File: src/rtl/hamming74_decoder.sv
// hamming74_decoder
//   Two-stage pipelined Hamming(7,4) single-error-correcting decoder with
//   valid/ready streaming on both sides and saturating statistics counters.
//
//   Code word bit p (1..7) is cw[p-1]:
//     cw = {d3, d2, d1, p4, d0, p2, p1}, even parity.
//   Stage 1 registers the code word and its syndrome.
//   Stage 2 registers corrected data, the error flag and the syndrome.
//   A word accepted on edge N appears on out_valid after edge N+1.
//
// Ports
//   clk, rst_n          clock, asynchronous active-low reset
//   in_valid/in_ready   input handshake; in_cw is the 7-bit code word
//   out_valid/out_ready output handshake
//   out_data            corrected data {d3,d2,d1,d0}
//   out_err             1 = a single-bit error was corrected
//   out_syn             syndrome {s4,s2,s1}; nonzero value = flipped bit position
//   clr_cnt             synchronous clear of both counters, wins over increments
//   word_cnt, err_cnt   saturating counts of delivered words / corrected words
module hamming74_decoder #(
    parameter int CNT_W = 16
) (
    input  logic             clk,
    input  logic             rst_n,
    input  logic             in_valid,
    output logic             in_ready,
    input  logic [6:0]       in_cw,
    output logic             out_valid,
    input  logic             out_ready,
    output logic [3:0]       out_data,
    output logic             out_err,
    output logic [2:0]       out_syn,
    input  logic             clr_cnt,
    output logic [CNT_W-1:0] word_cnt,
    output logic [CNT_W-1:0] err_cnt
);

    localparam logic [CNT_W-1:0] CNT_MAX = '1;

    // Stage valids as a small shift register: vld_pipe[1] = S1, vld_pipe[2] = S2.
    logic [2:1]       vld_pipe_q, vld_pipe_d;
    logic [6:0]       s1_cw_q, s1_cw_d;
    logic [2:0]       s1_syn_q, s1_syn_d;
    logic [3:0]       data_q, data_d;
    logic             err_q, err_d;
    logic [2:0]       syn_q, syn_d;
    logic [CNT_W-1:0] word_cnt_q, word_cnt_d;
    logic [CNT_W-1:0] err_cnt_q, err_cnt_d;

    logic             s1_rdy, s2_rdy, out_hs;
    logic [2:0]       in_syn;
    logic [6:0]       flip, corr;

    // Ready chain: a stage can load when it is empty or its content moves on.
    always_comb begin
        s2_rdy   = !vld_pipe_q[2] || out_ready;
        s1_rdy   = !vld_pipe_q[1] || s2_rdy;
        in_ready = s1_rdy;
        out_hs   = vld_pipe_q[2] && out_ready;
    end

    // Syndrome of the incoming word, {s4,s2,s1}.
    always_comb begin
        in_syn[0] = in_cw[0] ^ in_cw[2] ^ in_cw[4] ^ in_cw[6];
        in_syn[1] = in_cw[1] ^ in_cw[2] ^ in_cw[5] ^ in_cw[6];
        in_syn[2] = in_cw[3] ^ in_cw[4] ^ in_cw[5] ^ in_cw[6];
    end

    // The syndrome is the position of the flipped bit; invert cw[syn-1].
    // A parity-bit position leaves the data bits untouched.
    always_comb begin
        flip = '0;
        if (s1_syn_q != 3'd0) flip = 7'b1 << (s1_syn_q - 3'd1);
        corr = s1_cw_q ^ flip;
    end

    always_comb begin
        vld_pipe_d = vld_pipe_q;
        s1_cw_d    = s1_cw_q;
        s1_syn_d   = s1_syn_q;
        data_d     = data_q;
        err_d      = err_q;
        syn_d      = syn_q;

        if (s1_rdy) begin
            vld_pipe_d[1] = in_valid;
            if (in_valid) begin
                s1_cw_d  = in_cw;
                s1_syn_d = in_syn;
            end
        end

        if (s2_rdy) begin
            vld_pipe_d[2] = vld_pipe_q[1];
            if (vld_pipe_q[1]) begin
                data_d = {corr[6], corr[5], corr[4], corr[2]};
                err_d  = (s1_syn_q != 3'd0);
                syn_d  = s1_syn_q;
            end
        end
    end

    always_comb begin
        word_cnt_d = word_cnt_q;
        err_cnt_d  = err_cnt_q;
        if (clr_cnt) begin
            word_cnt_d = '0;
            err_cnt_d  = '0;
        end else if (out_hs) begin
            if (word_cnt_q != CNT_MAX) word_cnt_d = word_cnt_q + 1'b1;
            if (err_q && err_cnt_q != CNT_MAX) err_cnt_d = err_cnt_q + 1'b1;
        end
    end

    always_ff @(posedge clk or negedge rst_n) begin
        if (!rst_n) begin
            vld_pipe_q <= '0;
            s1_cw_q    <= '0;
            s1_syn_q   <= '0;
            data_q     <= '0;
            err_q      <= 1'b0;
            syn_q      <= '0;
            word_cnt_q <= '0;
            err_cnt_q  <= '0;
        end else begin
            vld_pipe_q <= vld_pipe_d;
            s1_cw_q    <= s1_cw_d;
            s1_syn_q   <= s1_syn_d;
            data_q     <= data_d;
            err_q      <= err_d;
            syn_q      <= syn_d;
            word_cnt_q <= word_cnt_d;
            err_cnt_q  <= err_cnt_d;
        end
    end

    assign out_valid = vld_pipe_q[2];
    assign out_data  = data_q;
    assign out_err   = err_q;
    assign out_syn   = syn_q;
    assign word_cnt  = word_cnt_q;
    assign err_cnt   = err_cnt_q;

endmodule

File: config.mk
export PLATFORM = sky130hd
export DESIGN_NAME = hamming74_decoder
export DESIGN_NICKNAME = d
export VERILOG_FILES = /design/src/rtl/hamming74_decoder.sv
export SDC_FILE = /design/constraint.sdc
export NUM_CORES = 1
export LEC_CHECK = 0
export CAP_MARGIN = 30
export CORE_MARGIN = 5
export CORE_UTILIZATION = 30
export CTS_CLUSTER_SIZE = 14
export DETAILED_ROUTE_END_ITERATION = 16
export PLACE_DENSITY = 0.57
export SYNTH_ARGS = -nofsm -noshare
export SYNTH_HDL_FRONTEND = slang
export SYNTH_SLANG_ARGS = --single-unit
File: constraint.sdc
create_clock -name clk -period 3.6 [get_ports clk]
set_clock_uncertainty 0.15 [all_clocks]
set_input_delay 0.36 -clock clk [delete_from_list [all_inputs] [get_ports clk]]
set_output_delay 0.36 -clock clk [all_outputs]
set_load 0.02 [all_outputs]
==> run metrics <==
Post-route DRC 0; cts hold-fix bufs 1; Die Ht about 100 µm; synthesized flop and latch total 49; I/O Pins 54; CTS Sinks 49; clk buf depth 2; CTS resizes 0; leakage roughly 1.4 nW; most common cell after layout, fill and taps aside clkdlybuf4s50_1; outcome finished clean; via count roughly 2200; Final #Nets 330; sequential share of the synthesized area 46.3%; most frequent cells in the layout 52 x clkdlybuf4s50_1, 49 x dfrtp_1, 24 x nand2_1; Clk Latency, worst-skew pair around 0.30 ns; Synth-to-Final Area Change 29.2%; CP endpoint kind output port; gpl congestion between 0.7 and 0.8; measured slew at the worst slew-check pin about 0.7 ns; CP max-delay cell clkdlybuf4s50_1; antenna-violating nets left 0; Tot GR Track Use a little under an eighth; max-capacitance violation count 0; WL per Instance about 15 µm; Seq pwr share between 40% and 50%; slew margin rel. 53.5%; Root Driver clkbuf_8; Final period util 61.1%; vias in the first global route between 2000 and 2500; hold_sp out_data[0]; RSZ-0062 raised after global routing false; Critical Path AT around 1.7 ns; initial antenna violation count 0; worst reg2reg path startpoint word_cnt[0]; Int Power around 1 mW; DP Area 3270 µm²; required time worst endpoint 3.09 ns; core area roughly 8700 µm²; CTS buffer count 5; Port Buf Inserts 53; Cell variety after synth 47; syn_area_per_cell around 10 µm²; Worst Path Max Fanout 5; Psw roughly 0.36 mW; Critical Path Source out_ready; first-pass detailed-route iteration total 4; P per Cell Area 397 nW/µm²; TritonCTS clock tree yes; post-route cell area about 3400 µm²; first-pass GRT wire length ~11000 µm; Synth Net Count 276; setup violators final 0; post-layout min period approximately 2.2 ns; worst vdd ir roughly 220 µV; Worst path max stage delay between 0.6 and 0.7 ns; CP startpoint kind primary input; yosys warns 0; Comb pwr share 17.9%; ANT cells 0; Clk pwr share a little over a third; die area approximately 11000 µm²; fmax about 0.45 GHz; Initial Utilization between 30% and 40%; wirelength, routed approximately 6200 µm; Detailed Place HPWL between 4000 and 5000 µm; post-synthesis cell area between 2000 and 3000 µm²; endpoints failing hold 0; Clock transition at path regs around 0.1 ns; CP dominant cell by count clkdlybuf4s50_1; share of layout cells above drive strength 1 9.78%; Sw Share 26.8%; Setup TNS 0 ns; Critical Path, Cell by Cell clkdlybuf4s50_1 > nand3b_1 > clkdlybuf4s50_1; Syn Inst Count 262; worst min-delay path class reg -> reg; 1st-iter DRT viols approximately 110; row count 34; die span in x 104 µm; CTS H-tree depth 2; max-slew violations 0; largest net degree at the start of global routing 30; GRT overflow 0; Crit Path Class in -> out; setup bufs post-CTS 0; post-DR vias/cell 5.14
-- flip-flops by register name, indices dropped and copies added (netlist names) --
| register | flops |
|---|---|
| err_cnt | 16 |
| out_data | 4 |
| out_err | 1 |
| out_syn | 3 |
| s1_cw_q | 4 |
| s1_syn_q | 3 |
| vld_pipe_q | 2 |
| word_cnt | 16 |
-- kinds of logic after synthesis --
| group | synth area share [%] |
|---|---|
| simple gates | 26.2 |
| compound gates | 13.1 |
| mux | 6.76 |
| xor+xnor | 3.97 |
| fa+ha+maj | 0.945 |
| flops | 46.3 |
| buf+inv | 2.65 |
-- metal layers --
| metal | wire length [µm] | vias up | track usage [%] |
|---|---|---|---|
| li1 | - | 1095 | - |
| met1 | 2910 | 1036 | 16.0 |
| met2 | 2910 | 47 | 18.5 |
| met3 | 375 | 5 | 3.97 |
| met4 | 48 | 0 | 2.22 |
| met5 | 0 | - | 0 |
-- synthesized netlist by cell type (all sizes together) --
cell type   n  area share [%]
dfrtp      49              46
nand2      25             3.6
a21oi      20             3.8
o21ai      17             3.2
mux2       15             6.4
nor2       15             2.1
nand4      12             3.6
o31ai       9             2.6
or4         9             2.6
nor2b       8             1.9
or3         8             1.9
and3        7             1.7
nand3       7             1.3
xnor2       7             2.3
and4        6             2.4
buf         6             1.7
xor2        5             1.7
clkbuf      4            0.57
nand3b      4             1.1
nor3        4             1.4
nor4        4            0.95
inv         3            0.43
a211oi      2            0.57
ha          2            0.95
nand2b      2            0.47
o41ai       2            0.95
a2111oi     1            0.57
a21boi      1            0.43
a311oi      1            0.33
and2        1            0.24
mux2i       1            0.38
nor4b       1            0.33
o211a       1            0.38
o311ai      1            0.33
or2b        1            0.28
or4b        1            0.38
-- power by group through the flow --
stage	Sequential, mW	Clock [mW]	Combinational, mW
6_report	0.639	0.476	0.243
5_1_grt	0.648	0.518	0.268
4_1_cts	0.640	0.492	0.248
3_5_place_dp	0.650	0	0.246
3_3_place_gp	0.650	0	0.242
2_1_floorplan	0.680	0	0.0964
-- worst paths after layout --
kind | to | slack (ns) | depth (start not counted)
min in group asynchronous | err_cnt[12] | 0.48 | 2
worst min register to register | out_data[0] | 0.34 | 2
worst max register to register | word_cnt[11] | 1.47 | 5
worst min-delay path | out_data[0] | 0.34 | 2
max in group asynchronous | err_cnt[4] | 2.09 | 3
worst max-delay path | in_ready | 1.40 | 3
-- worst max-delay path, delay by kind of cell --
family                 cells  cell delay [ns]
buffers and inverters      2             1.16
and+or+nand+nor            1             0.17
-- area by class of cell --
class,count,area [µm²]
fill,884,5260
multi-input combinational,200,1350
sequential,49,1230
timing repair buffer,57,558
tap,108,135
clock buffer,5,68.8
clock inverter,3,68.8
inverter,3,11.3
-- stage by stage --
step / total power, mW / instances / hold WS [ns] / util (%) / worst slack (ns)
after global placement: 0.892 / 416 / 0.310 / 37.7 / 1.10
after CTS: 1.38 / 425 / 0.350 / 39.4 / 1.39
after global routing: 1.43 / 425 / 0.380 / 39.4 / 1.28
after detailed placement: 0.896 / 416 / 0.306 / 37.7 / 1.07
final: 1.36 / 425 / 0.339 / 39.4 / 1.40
after floorplan: 0.776 / 262 / -0.0856 / - / 1.47
No activity file was read; power rests on OpenSTA's default activity.
==> patch 1, RTL diff (same settings) <==
`data_q` no longer has a reset.
--- a/src/rtl/hamming74_decoder.sv
+++ b/src/rtl/hamming74_decoder.sv
@@ -117,7 +117,6 @@
             vld_pipe_q <= '0;
             s1_cw_q    <= '0;
             s1_syn_q   <= '0;
-            data_q     <= '0;
             err_q      <= 1'b0;
             syn_q      <= '0;
             word_cnt_q <= '0;
@@ -126,12 +125,15 @@
             vld_pipe_q <= vld_pipe_d;
             s1_cw_q    <= s1_cw_d;
             s1_syn_q   <= s1_syn_d;
-            data_q     <= data_d;
             err_q      <= err_d;
             syn_q      <= syn_d;
             word_cnt_q <= word_cnt_d;
             err_cnt_q  <= err_cnt_d;
         end
+    end
+
+    always_ff @(posedge clk) begin
+        data_q <= data_d;
     end
 
     assign out_valid = vld_pipe_q[2];
Check against the original RTL: differs if rst_n is asserted again (counterexample within 4 cycles, from zero or initial values and one cycle with rst_n low); with rst_n held inactive, the same outputs for 10 cycles.
==> patch 1 against the unedited design <==
Via count down 1.9%. Hold slack better by 0.011 ns. Synthesized area down 3.0%. Sequential cell count unchanged. Power down 13%. Critical path depth unchanged. First-iteration DRC count up 1.9%. Fmax down 4.5%. Routed wire length down 3.3%. Design area down 2.7%. Count of clock-buffer cells in the layout unchanged. Worst setup slack worse by 0.10 ns.
==> patch 1: results (changes against the unedited design) <==
crit_path_end: "in_ready"
grt_max_degree: 25  # -17%
nets: 328  # -0.61%
reg2reg_setup_slack_ns: 1.34  # -0.13 ns
synthTopCellsByCount: "dfrtp_1, nand2_1, a21oi_1"
r2r-start: "word_cnt[11]$_DFFE_PN0P_"
synthTopCellsByArea: "dfrtp_1, mux2_2, edfxtp_1"
wl_mm: 6.038  # -3.3%
status: "finished clean"
synth_edf_count: 4  # +4
clk_pin_slew_ns: 0.09
drtIter0Drc: 109  # +1.9%
fill_cells: 830  # -6.1%
cp_max_fo: 8  # +3
num_vias: 2141  # -1.9%
antenna_cells: 0  # unchanged
cts-buffers-inserted: 5  # unchanged
cts_buffer_depth: 2  # unchanged
ys_types: 41  # -13%
gp_congestion: 0.7617  # +4.1%
hold_viol: 0  # unchanged
grt_usage_pct: 12.27  # +0.49 points
place_ws_ns: 1.020  # -0.05409 ns
antenna_found_initial: 0  # unchanged
async_reset_ff_share_pct: 91.84  # -8.2 points
slew_headroom_pct: 33.89  # -20 points
ff2ff_path_depth: 4  # -1
grt_pass1_wl_mm: 10.34  # -5.7%
drive_gt1_share_pct: 11.11  # +1.3 points
period_minus_slack_ns: 2.303  # +0.1035 ns
synth.yosys.seq_area_share_pct: 48.54  # +2.2 points
min_path_cells: 1  # -1
p_leak_nw: 1.236  # -8.7%
worstReg2RegEnd: "word_cnt[3]$_DFFE_PN0P_"
port_buffers: 53  # unchanged
hp-class: "flip-flop to flip-flop"
ir_drop_mv: 0.1895  # -13%
synth_fp_nets: 269  # -2.5%
hpwl_mm: 4.451  # -1.4%
ys_warn_count: 0  # unchanged
worstPathArrival_ns: 1.79  # +0.10 ns
cts_setup_buffers: 0  # unchanged
drtPass1Iterations: 4  # unchanged
h-tree-depth: 2  # unchanged
clock_latency_ns: 0.30  # about the same
cts-root-buf: "clkbuf_8"
crit_start: "out_ready"
patch 1: changes by cell type after synthesis, sizes merged, moves of 4 or more:
| cell | before | now |
|---|---|---|
| buf | 6 | 1 |
| nand2b | 2 | 7 |
| dfrtp | 49 | 45 |
| edfxtp | 0 | 4 |
| a31oi | 0 | 4 |
patch 1: cell families after synthesis:
kind of cell | share of synthesized area [%]
buf+inv | 1.754
simple gates | 25.05
mux | 6.969
flops | 48.54
compound gates | 12.28
xor+xnor | 4.435
fa+ha+maj | 0.9745
patch 1: worst max-delay path, cell delays in order:
cell	delay (ns)
clkdlybuf4s50_1	0.61
nand3b_1	0.20
clkdlybuf4s50_1	0.63
patch 1: where the power goes:
group          switching, mW  internal (mW)
Sequential            0.0428          0.602
Combinational          0.104          0.106
Clock                  0.194          0.135
patch 1: how the worst min path moves through the flow:
| stage | startpoint | endpoint | slack [ns] |
|---|---|---|---|
| 5_1_grt | vld_pipe_q[1]$_DFFE_PN0N_ | vld_pipe_q[2]$_DFFE_PN0P_ | 0.40 |
| 2_1_floorplan | rst_n | err_cnt[0]$_DFFE_PN0P_ | -0.09 |
| 3_3_place_gp | vld_pipe_q[1]$_DFFE_PN0N_ | vld_pipe_q[2]$_DFFE_PN0P_ | 0.34 |
| 4_1_cts | vld_pipe_q[1]$_DFFE_PN0N_ | vld_pipe_q[2]$_DFFE_PN0P_ | 0.35 |
| 3_5_place_dp | rst_n | err_cnt[10]$_DFFE_PN0P_ | 0.24 |
| 6_report | vld_pipe_q[1]$_DFFE_PN0N_ | vld_pipe_q[2]$_DFFE_PN0P_ | 0.35 |
patch 1: repair_timing:
item	4_1_cts	5_1_grt
hold buffers	1	0
endpoints found under the hold margin	23	0
resized for setup	0	0
patch 1: final cells by class:
type                       instances  area share [%]
multi-input combinational        197           38.37
sequential                        49           37.47
timing repair buffer              57           17.16
tap                              105           3.950
clock buffer                       5           2.069
clock inverter                     3          0.5267
inverter                           4          0.4515
patch 1: per-stage QoR:
stage               total power, mW  instance area (um^2)  util [%]  cells
global placement             0.8631                  3209     38.86    410
global route                  1.246                  3326     40.27    420
floorplan                    0.7577                  2567         -    255
detailed placement           0.8670                  3229     39.11    411
finish                        1.183                  3326     40.27    420
CTS                           1.199                  3326     40.27    420
patch 1: metal layers:
layer | vias to the layer above | GRT usage (%) | share of wire, % | routed length (um)
met3 | 8 | 3.315 | 5.0 | 299
li1 | 1072 | - | - | -
met5 | - | 0 | 0 | 0
met2 | 43 | 19.17 | 47 | 2834
met1 | 1018 | 16.68 | 47 | 2829
met4 | 0 | 3.734 | 1.2 | 74
==> patch 2, RTL diff (same settings) <==
Without the edit above. The parameter `CNT_W` goes from 16 to 32.
--- a/src/rtl/hamming74_decoder.sv
+++ b/src/rtl/hamming74_decoder.sv
@@ -18,7 +18,7 @@
 //   clr_cnt             synchronous clear of both counters, wins over increments
 //   word_cnt, err_cnt   saturating counts of delivered words / corrected words
 module hamming74_decoder #(
-    parameter int CNT_W = 16
+    parameter int CNT_W = 32
 ) (
     input  logic             clk,
     input  logic             rst_n,
Ports: changed (resized err_cnt and word_cnt); port bits go from 54 to 86. No check against the original RTL was run, so the function may have changed too.
==> patch 2 against the unedited design <==
Design area is 69% higher. Critical path type is now flip-flop to flip-flop. Global-route usage is 1.9 points higher. Synthesized area up 67%. Sequential cell count up 32. Power grew 62%. Worst setup slack lost 0.53 ns. Final cell count up 74%. Via count grew 80%. Routed wire length grew 85%. Hold slack lost 0.24 ns.
==> patch 2: results (changes against the unedited design) <==
grt_usage_pct: 13.73  # +1.9 points
nets: 563  # +71%
cts-root-buf: "clkbuf_16"
hp-class: "primary input to flip-flop"
drtIter0Drc: 320  # +200%
synth.yosys.seq_area_share_pct: 45.74  # -0.60 points
worstHoldEndpoint: "err_cnt[4]$_DFFE_PN0P_"
wl_per_cell_um: 15.66  # +6.6%
synthTopCellsByArea: "dfrtp_1, a21oi_1, or3_1"
clock_latency_ns: 0.35  # +0.05 ns
ir_drop_mv: 0.2301  # +5.6%
avgSynthCellArea_um2: 9.572  # -5.2%
hpwl_mm: 8.308  # +84%
worstPathArrival_ns: 2.82  # +1.13 ns
cp_max_fo: 18  # +13
num_vias: 3937  # +80%
grt_pass1_wl_mm: 19.78  # +80%
cpMaxStageDelayCell: "o311ai_4"
synth_compound_area_share_pct: 13.66  # +0.57 points
grt_use_met2_pct: 20.74  # +2.3 points
critical-path-max-stage-delay_ns: 0.66  # +0.04 ns
synth_mux_area_share_pct: 4.263  # -2.5 points
port_buffers: 85  # +60%
synth_fp_nets: 477  # +73%
synthTopCellsByCount: "dfrtp_1, a21oi_1, nand2_1, o21ai_0, nor2_1"
critPathTopFamily: "simple AND/OR/NAND/NOR gates"
status: "finished clean"
crit_path_end: "word_cnt[1]$_DFFE_PN0P_"
path_class: "flip-flop to flip-flop"
cts-buffers-inserted: 9  # +4
synth_fa_ha_area_share_pct: 0.5647  # -0.38 points
gp_congestion: 0.8201  # +12%
drive_gt1_share_pct: 9.025  # -0.75 points
patch 2: changes by cell type after synthesis, moves of 11 or more:
cell / before / now
a21oi_1: 20 / 40
dfrtp_1: 49 / 81
nand3_1: 7 / 24
nor2_1: 15 / 30
nor3_1: 2 / 13
o21ai_0: 17 / 31
or3_1: 8 / 28
patch 2: layer usage:
| metal | vias up | part of all wire, % | wire [um] |
|---|---|---|---|
| met3 | 20 | 5.9 | 682 |
| met1 | 1909 | 47 | 5444 |
| li1 | 1902 | - | - |
| met2 | 106 | 45 | 5215 |
| met5 | - | 0 | 0 |
| met4 | 0 | 1.9 | 217 |
patch 2: power by group:
group,internal [mW],switching (mW)
clock,0.557,0.374
sequential,0.958,0.0434
combinational,0.124,0.145
total,1.64,0.562
patch 2: final cells by class:
cell class	count	area, um^2
clock buffer	12	246.5
timing repair buffer	94	923.4
fill	1445	8750
clock inverter	4	52.55
multi-input combinational	353	2267
tap	184	230.2
inverter	10	37.54
sequential	81	2027
